[config.mk]
export PLATFORM = sky130hd
export DESIGN_NAME = mc_control_unit
export DESIGN_NICKNAME = d
export VERILOG_FILES = /design/src/rtl/mips_ctrl_pkg.sv /design/src/rtl/mc_control_unit_alu_decoder.sv /design/src/rtl/mc_control_unit.sv
export SDC_FILE = /design/constraint.sdc
export NUM_CORES = 1
export LEC_CHECK = 0
export ABC_AREA = 1
export CAP_MARGIN = 20
export CORE_AREA = 3 3 45 47
export DETAILED_ROUTE_END_ITERATION = 12
export DIE_AREA = 0 0 48 50
export MAX_ROUTING_LAYER = met4
export PLACE_DENSITY = 0.79
export SKIP_LAST_GASP = 1
export SLEW_MARGIN = 20
export SYNTH_ARGS = -nofsm -noshare
export SYNTH_HDL_FRONTEND = slang
export SYNTH_HIERARCHICAL = 1
export SYNTH_SLANG_ARGS = --single-unit
[constraint.sdc]
create_clock -name clk -period 2.3 [get_ports clk]
set_input_delay 0.23 -clock clk [delete_from_list [all_inputs] [get_ports clk]]
set_output_delay 0.23 -clock clk [all_outputs]
set_load 0.02 [all_outputs]
[src/rtl/mips_ctrl_pkg.sv]
// Shared constants and types for the multicycle MIPS control unit:
// state encodings, opcode/funct values, ALU codes, mux selects and the
// packed control-word bundle produced by the state decoder.
package mips_ctrl_pkg;

  localparam int unsigned OP_W     = 6;
  localparam int unsigned FUNCT_W  = 6;
  localparam int unsigned ALU_OP_W = 3;
  localparam int unsigned STATE_W  = 4;
  localparam int unsigned SRCB_W   = 2;
  localparam int unsigned PCSRC_W  = 2;

  typedef enum logic [STATE_W-1:0] {
    S_FETCH   = 4'd0,
    S_DECODE  = 4'd1,
    S_MEMADR  = 4'd2,
    S_MEMRD   = 4'd3,
    S_MEMWB   = 4'd4,
    S_MEMWR   = 4'd5,
    S_EXECUTE = 4'd6,
    S_ALUWB   = 4'd7,
    S_BRANCH  = 4'd8,
    S_ADDIEX  = 4'd9,
    S_ADDIWB  = 4'd10,
    S_JUMP    = 4'd11
  } state_t;

  // Opcodes (instr[31:26])
  localparam logic [OP_W-1:0] OP_RTYPE = 6'b000000;
  localparam logic [OP_W-1:0] OP_LW    = 6'b100011;
  localparam logic [OP_W-1:0] OP_SW    = 6'b101011;
  localparam logic [OP_W-1:0] OP_BEQ   = 6'b000100;
  localparam logic [OP_W-1:0] OP_ADDI  = 6'b001000;
  localparam logic [OP_W-1:0] OP_J     = 6'b000010;

  // R-type funct codes (instr[5:0])
  localparam logic [FUNCT_W-1:0] FN_ADD = 6'b100000;
  localparam logic [FUNCT_W-1:0] FN_SUB = 6'b100010;
  localparam logic [FUNCT_W-1:0] FN_AND = 6'b100100;
  localparam logic [FUNCT_W-1:0] FN_OR  = 6'b100101;
  localparam logic [FUNCT_W-1:0] FN_SLT = 6'b101010;

  // ALU operation codes
  localparam logic [ALU_OP_W-1:0] ALU_AND = 3'b000;
  localparam logic [ALU_OP_W-1:0] ALU_OR  = 3'b001;
  localparam logic [ALU_OP_W-1:0] ALU_ADD = 3'b010;
  localparam logic [ALU_OP_W-1:0] ALU_SUB = 3'b110;
  localparam logic [ALU_OP_W-1:0] ALU_SLT = 3'b111;

  // ALU operand B select
  localparam logic [SRCB_W-1:0] SRCB_REG     = 2'b00;
  localparam logic [SRCB_W-1:0] SRCB_FOUR    = 2'b01;
  localparam logic [SRCB_W-1:0] SRCB_IMM     = 2'b10;
  localparam logic [SRCB_W-1:0] SRCB_IMM_SH2 = 2'b11;

  // Next-PC select
  localparam logic [PCSRC_W-1:0] PCSRC_ALU    = 2'b00;
  localparam logic [PCSRC_W-1:0] PCSRC_ALUOUT = 2'b01;
  localparam logic [PCSRC_W-1:0] PCSRC_JUMP   = 2'b10;

  // Control word decoded from the current state
  typedef struct packed {
    logic                pc_write;
    logic                branch;
    logic                ir_write;
    logic                mem_write;
    logic                reg_write;
    logic                iord;
    logic                mem_to_reg;
    logic                reg_dst;
    logic                alu_src_a;
    logic [SRCB_W-1:0]   alu_src_b;
    logic [ALU_OP_W-1:0] alu_op;
    logic [PCSRC_W-1:0]  pc_src;
    logic                illegal_op;
  } ctrl_t;

endpackage

[src/rtl/mc_control_unit_alu_decoder.sv]
// R-type funct to ALU operation decoder; also flags whether funct is supported.
//   funct  : instr[5:0]
//   alu_op : ALU code for the funct (ADD when unsupported)
//   legal  : 1 when funct is one of add/sub/and/or/slt
module alu_decoder
  import mips_ctrl_pkg::*;
(
  input  logic [FUNCT_W-1:0]  funct,
  output logic [ALU_OP_W-1:0] alu_op,
  output logic                legal
);

  always_comb begin
    alu_op = ALU_ADD;
    legal  = 1'b1;
    case (funct)
      FN_ADD:  alu_op = ALU_ADD;
      FN_SUB:  alu_op = ALU_SUB;
      FN_AND:  alu_op = ALU_AND;
      FN_OR:   alu_op = ALU_OR;
      FN_SLT:  alu_op = ALU_SLT;
      default: legal  = 1'b0;
    endcase
  end

endmodule

[src/rtl/mc_control_unit.sv]
// Multicycle MIPS control FSM (lw, sw, R-type, beq, addi, j).
//   clk, rst_n        : clock, async active-low reset
//   opcode, funct     : instruction fields from the IR
//   zero              : ALU zero flag, used combinationally in BRANCH
//   pc_en .. pc_src   : datapath controls, Moore-decoded from the state
//   illegal_op        : pulse in DECODE for unsupported instructions
//   state_dbg         : current state encoding
module mc_control_unit
  import mips_ctrl_pkg::*;
(
  input  logic                clk,
  input  logic                rst_n,
  input  logic [OP_W-1:0]     opcode,
  input  logic [FUNCT_W-1:0]  funct,
  input  logic                zero,
  output logic                pc_en,
  output logic                ir_write,
  output logic                mem_write,
  output logic                reg_write,
  output logic                iord,
  output logic                mem_to_reg,
  output logic                reg_dst,
  output logic                alu_src_a,
  output logic [SRCB_W-1:0]   alu_src_b,
  output logic [ALU_OP_W-1:0] alu_op,
  output logic [PCSRC_W-1:0]  pc_src,
  output logic                illegal_op,
  output logic [STATE_W-1:0]  state_dbg
);

  state_t              state_q;
  state_t              state_d;
  ctrl_t               ctrl;
  logic [ALU_OP_W-1:0] dec_alu_op;
  logic                funct_legal;

  // Shared funct decode: ALU code in EXECUTE, legality in DECODE
  alu_decoder u_alu_decoder (
    .funct  (funct),
    .alu_op (dec_alu_op),
    .legal  (funct_legal)
  );

  // State register
  always_ff @(posedge clk or negedge rst_n) begin
    if (!rst_n) state_q <= S_FETCH;
    else        state_q <= state_d;
  end

  // Next-state and control-word decode
  always_comb begin
    state_d      = S_FETCH;
    ctrl         = '0;
    ctrl.alu_op  = ALU_ADD;
    case (state_q)
      S_FETCH: begin
        state_d        = S_DECODE;
        ctrl.ir_write  = 1'b1;
        ctrl.alu_src_b = SRCB_FOUR;
        ctrl.pc_src    = PCSRC_ALU;
        ctrl.pc_write  = 1'b1;
      end
      S_DECODE: begin
        ctrl.alu_src_b = SRCB_IMM_SH2;
        case (opcode)
          OP_LW, OP_SW: state_d = S_MEMADR;
          OP_RTYPE: begin
            if (funct_legal) state_d = S_EXECUTE;
            else             ctrl.illegal_op = 1'b1;
          end
          OP_BEQ:  state_d = S_BRANCH;
          OP_ADDI: state_d = S_ADDIEX;
          OP_J:    state_d = S_JUMP;
          default: ctrl.illegal_op = 1'b1;
        endcase
      end
      S_MEMADR, S_ADDIEX: begin
        state_d        = (state_q == S_ADDIEX) ? S_ADDIWB
                       : (opcode == OP_LW)     ? S_MEMRD : S_MEMWR;
        ctrl.alu_src_a = 1'b1;
        ctrl.alu_src_b = SRCB_IMM;
      end
      S_MEMRD: begin
        state_d   = S_MEMWB;
        ctrl.iord = 1'b1;
      end
      S_MEMWR: begin
        ctrl.iord      = 1'b1;
        ctrl.mem_write = 1'b1;
      end
      S_MEMWB: begin
        ctrl.mem_to_reg = 1'b1;
        ctrl.reg_write  = 1'b1;
      end
      S_ADDIWB: ctrl.reg_write = 1'b1;
      S_EXECUTE: begin
        state_d        = S_ALUWB;
        ctrl.alu_src_a = 1'b1;
        ctrl.alu_src_b = SRCB_REG;
        ctrl.alu_op    = dec_alu_op;
      end
      S_ALUWB: begin
        ctrl.reg_dst   = 1'b1;
        ctrl.reg_write = 1'b1;
      end
      S_BRANCH: begin
        ctrl.alu_src_a = 1'b1;
        ctrl.alu_op    = ALU_SUB;
        ctrl.pc_src    = PCSRC_ALUOUT;
        ctrl.branch    = 1'b1;
      end
      S_JUMP: begin
        ctrl.pc_src   = PCSRC_JUMP;
        ctrl.pc_write = 1'b1;
      end
      // Unused encodings recover to FETCH, driving DECODE-like outputs
      default: ctrl.alu_src_b = SRCB_IMM_SH2;
    endcase

    // Hold all enables off while reset is asserted
    if (!rst_n) begin
      ctrl           = '0;
      ctrl.alu_op    = ALU_ADD;
      ctrl.alu_src_b = SRCB_FOUR;
    end
  end

  assign pc_en      = ctrl.pc_write | (ctrl.branch & zero);
  assign ir_write   = ctrl.ir_write;
  assign mem_write  = ctrl.mem_write;
  assign reg_write  = ctrl.reg_write;
  assign iord       = ctrl.iord;
  assign mem_to_reg = ctrl.mem_to_reg;
  assign reg_dst    = ctrl.reg_dst;
  assign alu_src_a  = ctrl.alu_src_a;
  assign alu_src_b  = ctrl.alu_src_b;
  assign alu_op     = ctrl.alu_op;
  assign pc_src     = ctrl.pc_src;
  assign illegal_op = ctrl.illegal_op;
  assign state_dbg  = state_q;

endmodule

## After elaboration in Yosys (flattened, before gate mapping)

Cells that the tools add are included.

- Register bits after elaboration: 4
- Logic and storage cells: 58

- Eq/ne operators: 21
- Muxes and demuxes: 23
- Bitwise logic cells: 2
- Reduce and logical (&&, ||, !) cells: 11

Operators by type and width:

| cell | number |
|---|---|
| $eq A6 B6 Y1 const B | 7 |
| $pmux W4 S5 | 2 |
| $mux W17 | 1 |
| $eq A4 B3 Y1 const B | 4 |
| $eq A4 B4 Y1 const B | 4 |
| $mux W1 | 12 |
| $pmux W3 S4 | 1 |
| $reduce_or A5 Y1 | 2 |
| $eq A4 B2 Y1 const B | 2 |
| $reduce_or A2 Y1 | 4 |
| $reduce_or A8 Y1 | 1 |
| $eq A6 B2 Y1 const B | 1 |
| $eq A6 B3 Y1 const B | 1 |
| $eq A6 B4 Y1 const B | 1 |
| $logic_not A6 Y1 | 1 |
| $mux W3 | 2 |
| $pmux W2 S3 | 1 |
| $pmux W3 S2 | 1 |
| $eq A4 B1 Y1 const B | 1 |
| $logic_not A4 Y1 | 1 |
| $mux W4 | 1 |
| $pmux W2 S2 | 1 |
| $reduce_or A4 Y1 | 1 |
| $reduce_or A3 Y1 | 1 |
| other kinds (3) | 3 |

## Logic depth before layout (Yosys ltp)

Gate-level depths: netlist (run 1).

- Word-level depth: 9
- Mapped depth: 11
- Mapped depth without buffers: 11

## Hierarchy

The synthesis (run 1) kept the hierarchy.

Modules (own cells, without submodules):

| module | instances | cells an instance | area an instance (µm²) | sequential area each (µm²) |
|---|---|---|---|---|
| mc_control_unit | 1 | 99 | 541.8 | 100.1 |
| alu_decoder | 1 | 28 | 118.9 | 0.0 |

## Least setup slack after synthesis (run 1)

Ideal clock, no wire load.

- Kind: flip-flop to output port
- Start: reg state_q[0], in the netlist state_dbg[0]
- End: out pc_en
- Arrival: 1.372 ns
- Data required time: 2.070 ns
- Slack: 0.698 ns
- Cell stages (with the launch flop): 5
- Buffers on the path: 0
- Cells stage by stage: dfrtp_1 -> nand2_1 -> nor3_2 -> nor2_1 -> nand2_1

- Word-level cells in the longest chain between the ends: 5
- Elaborated cells between the ends (all ways): 9
- Classes of those cells: 2 x eq/ne; 3 x mux; 2 x bitwise; 2 x reduce/logical

RTL lines:

| what | line | source |
|---|---|---|
| start: declaration | mc_control_unit.sv:31 | `state_t state_q;` |
| start signal: assignment | mc_control_unit.sv:47 | `else state_q <= state_d;` |
| $eq A4 B4 Y1 / $logic_not A4 Y1 (equally long branches) | mc_control_unit.sv:55 | `case (state_q)` |
| $reduce_or A2 Y1 (no line) / $mux W1 (equally long branches) | n/a |  |
| $mux W1 / $mux W17 (equally long branches) | mc_control_unit.sv:55, mc_control_unit.sv:121 |  |
| $mux W17 (*) | mc_control_unit.sv:121 | `if (!rst_n) begin` |
| $or A1 B1 Y1 (*) | mc_control_unit.sv:128 | `assign pc_en = ctrl.pc_write \| (ctrl.branch & zero);` |
| end: declaration | mc_control_unit.sv:16 | `output logic pc_en,` |

Every way passes the cells marked *; elsewhere a longest branch is shown, timed or not.

## Final worst setup path (run 1)

Ends and elaborated chain as after synthesis.

==> impl_results.md, run 1 <==
- Htree depth: 1
- Max Slew Vio Count: 0
- Vias: about 870
- Ports: 35
- Initial core utilization: around two fifths
- Sequential share of power: between 10% and 20%
- Root buffer cell: clkbuf_4
- Post-Syn Nets: 142
- Wirelength per Cell: approximately 9.8 um
- Die area: about 2400 um^2
- Comb power frac: approximately two thirds
- Seq/Total Area, Yosys: between 15 and 20%
- Worst path cell trace: nor2_2 > inv_2 > nor2_2 > inv_2 > nor2_2 > nor2_1 > nand2_1 > clkdlybuf4s50_1
- Final core utilization: about 63%
- Switching Share: a little under half
- Post-route DRC: 0
- Relative slew slack: approximately four fifths
- Synthesis-to-layout area growth: 60.0%
- Final setup vio count: 0
- Clk pwr share: 14.9%
- Clk_skew: about 0.0048 ns
- FF-to-FF setup slack: 1.13 ns
- Die Wd: 48 um
- Ys Warns: 6
- Layout cells sized above 1: about 15%
- Int Pwr: 0.301 mW
- Setup crit start kind: flop
- Core Footprint: around 1700 um^2
- CP Max Fanout: 5
- # diodes: 0
- CTS Buffer Depth: 2
- Fmax achieved: between 400 and 500 MHz
- Die height: ~50 um
- Placer Congestion: about 0.9
- Max Cap Viol: 0
- Slowest cell on the critical path: clkdlybuf4s50_1
- Mapped Cells: approximately 130
- Pwr dens: ~530 nW/um^2
- CTS tree: yes
- Antenna-violating nets left: 0
- Outcome: completed
- Arrival time worst endpoint: ~1.9 ns
- CP max stage delay: between 0.5 and 0.6 ns
- CP Capture Point: pc_en
- First-pass GRT wire length: about 2.8 mm
- Sw Pwr: between 0.2 and 0.3 mW
- Critical Path Most Common Cell: nor2_2
- Avg Cell Area, Syn: between 5 and 6 um^2
- Worst-Margin Slew: 0.285 ns
- Synth Cell Area: between 600 and 700 um^2
- Pre-antenna DRT Iters: 5
- Total track usage: about 15%
- Detailed Route Iter0 Violations: 11
- Worst Setup End Kind: output port
- FP Rows: 15
- WHS: around 0.33 ns
- DP HPWL: approximately 1.5 mm
- Max reg flops: 4
- Capturing point of the worst reg2reg path: state_dbg[3]
- Critical Path RT: between 2 and 2.5 ns
- Fillers: roughly 170
- WL final: around 1.8 mm
- Clk slew on worst S/H paths: roughly 0.04 ns
- Synth cell types: 19
- Nets: approximately 180
- Min cycle time layout: 2.15 ns
- Worst setup path startpoint: state_dbg[0]
- Number of port buffers: 34
- CTS Buf Count: 3
- Largest net degree at the start of global routing: 11
- Setup TNS: 0 ns
- Hold Crit Class: input port to async pin
- Clock sinks: 4
- Worst flop-to-flop path startpoint: state_dbg[3]
- Initial antenna violation count: 0
- Final Cycle Share: ~93%
- Post-DR vias/cell: around 4.8
- Max IR drop VDD: roughly 0.33 mV
- Leakage: 0.570 nW
- Final hold vios: 0
- Number of global-route vias before repair: between 700 and 800
- Worst-case reg-to-reg path depth: 5
- Seq cells post-synth: 4
- Later-pin clock latency in the skew report: around 0.23 ns
- GR Overflow Total: 0
- Crit Path Class: flop to output port
## critical path: cells and delay by family (launching register included)
family | cells | cell delay [ns]
buffers and inverters | 3 | 0.71
and+or+nand+nor | 5 | 0.53
DFF | 1 | 0.45
## cell usage in the layout (no fill, tap or decap), types with 2 or more instances in the layout
master and n:
dfrtp_1 4, dlymetal6s2s_1 2, nand2_2 2, nor2_1 23, nor3_2 2, nor2_2 7, clkbuf_4 3, nand2_1 31
a21oi_1 2, inv_1 20, clkdlybuf4s50_1 32, nand4_1 4, nand3_1 13, inv_2 8, o21ai_1 4
## power by group through the flow
stage | sequential (mW) | clock, mW | combinational [mW]
finish | 0.112 | 0.0844 | 0.369
global route | 0.116 | 0.0908 | 0.407
CTS | 0.112 | 0.0854 | 0.374
detailed placement | 0.112 | 0 | 0.372
global placement | 0.113 | 0 | 0.366
floorplan | 0.128 | 0 | 0.199
## cell type report
type | instances | area, um^2 | area share [%]
Clock buffer | 3 | 22.5 | 2.13
Tap cell | 17 | 21.3 | 2.01
Inverter | 28 | 105 | 9.94
Timing Repair Buffer | 35 | 353 | 33.4
Sequential cell | 4 | 100 | 9.47
Multi-Input combinational cell | 95 | 455 | 43.1
## per-layer routing
layer | routed length [um] | share of wire (%) | track usage (%)
met5 | 0 | 0 | -
met4 | 0 | 0 | 4.04
met3 | 112 | 6.3 | 3.28
met2 | 861 | 49 | 26.7
met1 | 800 | 45 | 17.3
## kinds of logic (layout without fill, tap and decap cells)
| logic type | after synthesis | after routing | share of synthesized area (%) |
|---|---|---|---|
| DFF | 4 | 4 | 15.2 |
| buffers and inverters | 28 | 66 | 15.9 |
| AOI/OAI and AO/OA | 11 | 11 | 10.6 |
| and+or+nand+nor | 84 | 84 | 58.3 |
## Yosys cell counts
master	n	share of area [%]
inv_2	8	4.5
nand3_1	13	9.8
o211ai_1	1	1.1
dfrtp_1	4	15
o21ai_1	4	3.0
nor2_2	7	6.6
a21oi_1	2	1.5
nand2_2	2	1.9
o211ai_2	1	1.9
nor2_4	1	1.7
nand4_1	4	3.8
inv_1	20	11
nor2_1	23	13
nor3_2	2	3.0
o31ai_1	1	1.1
a21boi_1	1	1.1
nor3_1	1	0.76
nand2_1	31	18
o21ai_0	1	0.76
## through the flow
stage | total power [mW] | std cells | setup WS (ns) | instance area, um^2
2_1_floorplan | 0.327 | 127 | 0.698 | 661
3_3_place_gp | 0.479 | 179 | 0.0472 | 1030
3_5_place_dp | 0.485 | 179 | 0.0149 | 1030
4_1_cts | 0.571 | 182 | 0.000794 | 1050
5_1_grt | 0.614 | 182 | -0.00803 | 1060
6_report | 0.565 | 182 | 0.153 | 1060
## how the worst min path moves through the flow
| stage | start | end | slack (ns) | depth (start not counted) |
|---|---|---|---|---|
| after global routing | rst_n | state_dbg[1] | 0.34 | 2 |
| after global placement | rst_n | state_dbg[0] | 0.57 | 2 |
| after floorplan | rst_n | state_dbg[0] | -0.07 | 0 |
| final | rst_n | state_dbg[2] | 0.33 | 2 |
| after CTS | rst_n | state_dbg[2] | 0.34 | 2 |
| after detailed placement | rst_n | state_dbg[0] | 0.57 | 2 |
## timing repair
action / in CTS / in global routing
hold buffers: 0 / 0
endpoints found under the setup margin: 0 / 2
gates resized for setup: 0 / 2
buffers inserted: 0 / 0
No activity file was read; power rests on OpenSTA's default activity.
==> run 2, diff against run 1 <==
CTS_BUF_LIST = sky130_fd_sc_hd__clkbuf_2   (was unset)
==> run 2 against run 1 <==
  * Power decreased by 3.9%
  * Final cell count unchanged
  * Combinational power hardly changed
  * Worst setup slack improved by 0.0021 ns
  * Clock skew up 0.0032 ns
  * Register-to-register slack about the same
  * Worst hold slack better by 0.025 ns
  * Critical path depth unchanged
  * Wire length rose by 0.51%
  * Clock-buffer cell count stayed put
  * Sequential share of layout area increased by 0.068 points
  * Non-clock buffer count unchanged
  * Critical endpoint is now alu_op[2]
  * Largest power group unchanged
  * Highest routed layer unchanged
==> impl_results.md, run 2 (synthesis results as in run 1) <==
- Outcome: completed
- CTS Buf Count: 3
- Synthesis-to-layout area growth: 58.9%
- Nets: around 180
- Clock sinks: 4
- Post-route DRC: 0
- Comb power frac: 68.0%
- Initial core utilization: between 30% and 40%
- Switching Share: 48.8%
- Core Footprint: around 1700 um^2
- Setup crit start kind: input port
- FP Rows: 15
- CTS tree: yes
- Number of global-route vias before repair: roughly 700
- First-pass GRT wire length: around 2.8 mm
- Final hold vios: 0
- Vias: about 870
- Die area: 2400 um^2
- Pwr Total: around 0.54 mW
- Ports: 35
- Layout cells sized above 1: approximately 15%
- Largest net degree at the start of global routing: 11
- Final setup vio count: 0
- DP HPWL: roughly 1.5 mm
- Clk pwr share: between 10% and 20%
- Worst-Margin Slew: about 0.28 ns
- GR Overflow Total: 0
- Fmax achieved: approximately 470 MHz
- FF-to-FF setup slack: 1.13 ns
- Relative slew slack: roughly 81%
- Setup Fix Bufs, Post-CTS: 0
- Leakage: ~0.57 nW
- Max IR drop VDD: between 0.3 and 0.4 mV
- Clk_skew: 0.00796 ns
- Capturing point of the worst reg2reg path: state_dbg[2]
- Max Slew Vio Count: 0
- Root buffer cell: clkbuf_2
- Sw Pwr: between 0.2 and 0.3 mW
- Max Cap Viol: 0
- Antenna-violating nets left: 0
- Max reg flops: 4
- Sequential share of power: about a fifth
- Setup TNS: 0 ns
- Crit Path Class: input port to output port
- Clk slew on worst S/H paths: around 0.05 ns
- CP Max Fanout: 4
- Total track usage: between 15 and 20%
- Detailed Route Iter0 Violations: 10
- # diodes: 0
- Placer Congestion: roughly 0.90
- Number of port buffers: 34
- Final Cycle Share: between 90% and 100%
- Seq. cell area: between 100 and 150 um^2
- Critical Path RT: 2.07 ns
- RSZ-0062 raised after global routing: no
- Initial antenna violation count: 0
- Fillers: between 150 and 200
- Worst-case reg-to-reg path depth: 5
- Arrival time worst endpoint: between 1.5 and 2 ns
- Post-DR vias/cell: 4.76
- Htree depth: 1
- CP Capture Point: alu_op[2]
- WL final: approximately 1.8 mm
- Wirelength per Cell: 9.80 um
- CTS Hold Bufs: 0
- Int Pwr: 0.278 mW
- Pre-antenna DRT Iters: 4
- Worst flop-to-flop path startpoint: state_dbg[3]
- Most common cell after layout, fill and taps aside: clkdlybuf4s50_1
- Worst setup path startpoint: funct[1]
- Final core utilization: about 62%
- Area of the multi-input gates: roughly 460 um^2
- Hold Crit Class: input port to async pin
- Worst Setup End Kind: output port
- Die height: approximately 50 um
- Later-pin clock latency in the skew report: around 0.2 ns
- Die Wd: between 40 and 50 um
- Pwr dens: between 500 and 600 nW/um^2
- Min cycle time layout: 2.15 ns
- CTS Buffer Depth: 2
- Commonest cells after routing, fill and taps aside: 32 x clkdlybuf4s50_1, 31 x nand2_1, 23 x nor2_1
-- run 2: cell counts in the layout (fill, tap and decap cells not counted) --
No cell type changed its count.
-- run 2: metrics by stage --
step                      instance area [um^2]  worst slack (ns)  hold slack [ns]  std cells
after floorplan                            661             0.698          -0.0656        127
after global placement                    1030            0.0472            0.575        179
after detailed placement                  1030            0.0149            0.572        179
after CTS                                 1040          0.000794            0.360        182
after global routing                      1050           0.00387            0.353        182
final                                     1050             0.155            0.360        182
-- run 2: repair_timing --
item	in CTS	in global routing
endpoints found under the setup margin	0	2
gates resized for setup	0	2
hold endpoints to repair	0	0
-- run 2: area by class of cell --
cell class | count | share of cell area, %
well taps | 17 | 2.03
multi-input cells | 95 | 43.4
flip-flops and latches | 4 | 9.54
clock buffers | 3 | 1.43
repair buffers | 35 | 33.6
inverters | 28 | 10.0
-- run 2: power groups by stage --
| stage | logic (mW) | clock network [mW] | registers (mW) |
|---|---|---|---|
| 2_1_floorplan | 0.199 | 0 | 0.128 |
| 5_1_grt | 0.407 | 0.0688 | 0.116 |
| 3_5_place_dp | 0.372 | 0 | 0.112 |
| 6_report | 0.369 | 0.0623 | 0.111 |
| 3_3_place_gp | 0.366 | 0 | 0.113 |
| 4_1_cts | 0.374 | 0.0636 | 0.112 |
-- run 2: metal layers --
metal / track usage, % / vias to the layer above / part of all wire [%]
met2: 26.7 / 33 / 48
met3: 3.28 / 0 / 6.5
met4: 4.04 / 0 / 0
met1: 17.3 / 360 / 45
met5: - / - / 0
li1: - / 473 / -
-- run 2: worst min-delay path by stage --
| stage | slack [ns] | cells past startpoint | to | start |
|---|---|---|---|---|
| final | 0.36 | 2 | state_dbg[2] | rst_n |
| after global routing | 0.35 | 2 | state_dbg[1] | rst_n |
| after CTS | 0.36 | 2 | state_dbg[2] | rst_n |
| after detailed placement | 0.57 | 2 | state_dbg[0] | rst_n |
| after global placement | 0.57 | 2 | state_dbg[0] | rst_n |
| after floorplan | -0.07 | 0 | state_dbg[0] | rst_n |
-- run 2: worst max-delay path: stages --
cell and delay (ns):
clkdlybuf4s50_1 0.52, nand2_1 0.07, nor2_1 0.13, nand2_1 0.08, inv_1 0.05, nand2_1 0.04, o21ai_1 0.16, clkdlybuf4s50_1 0.63
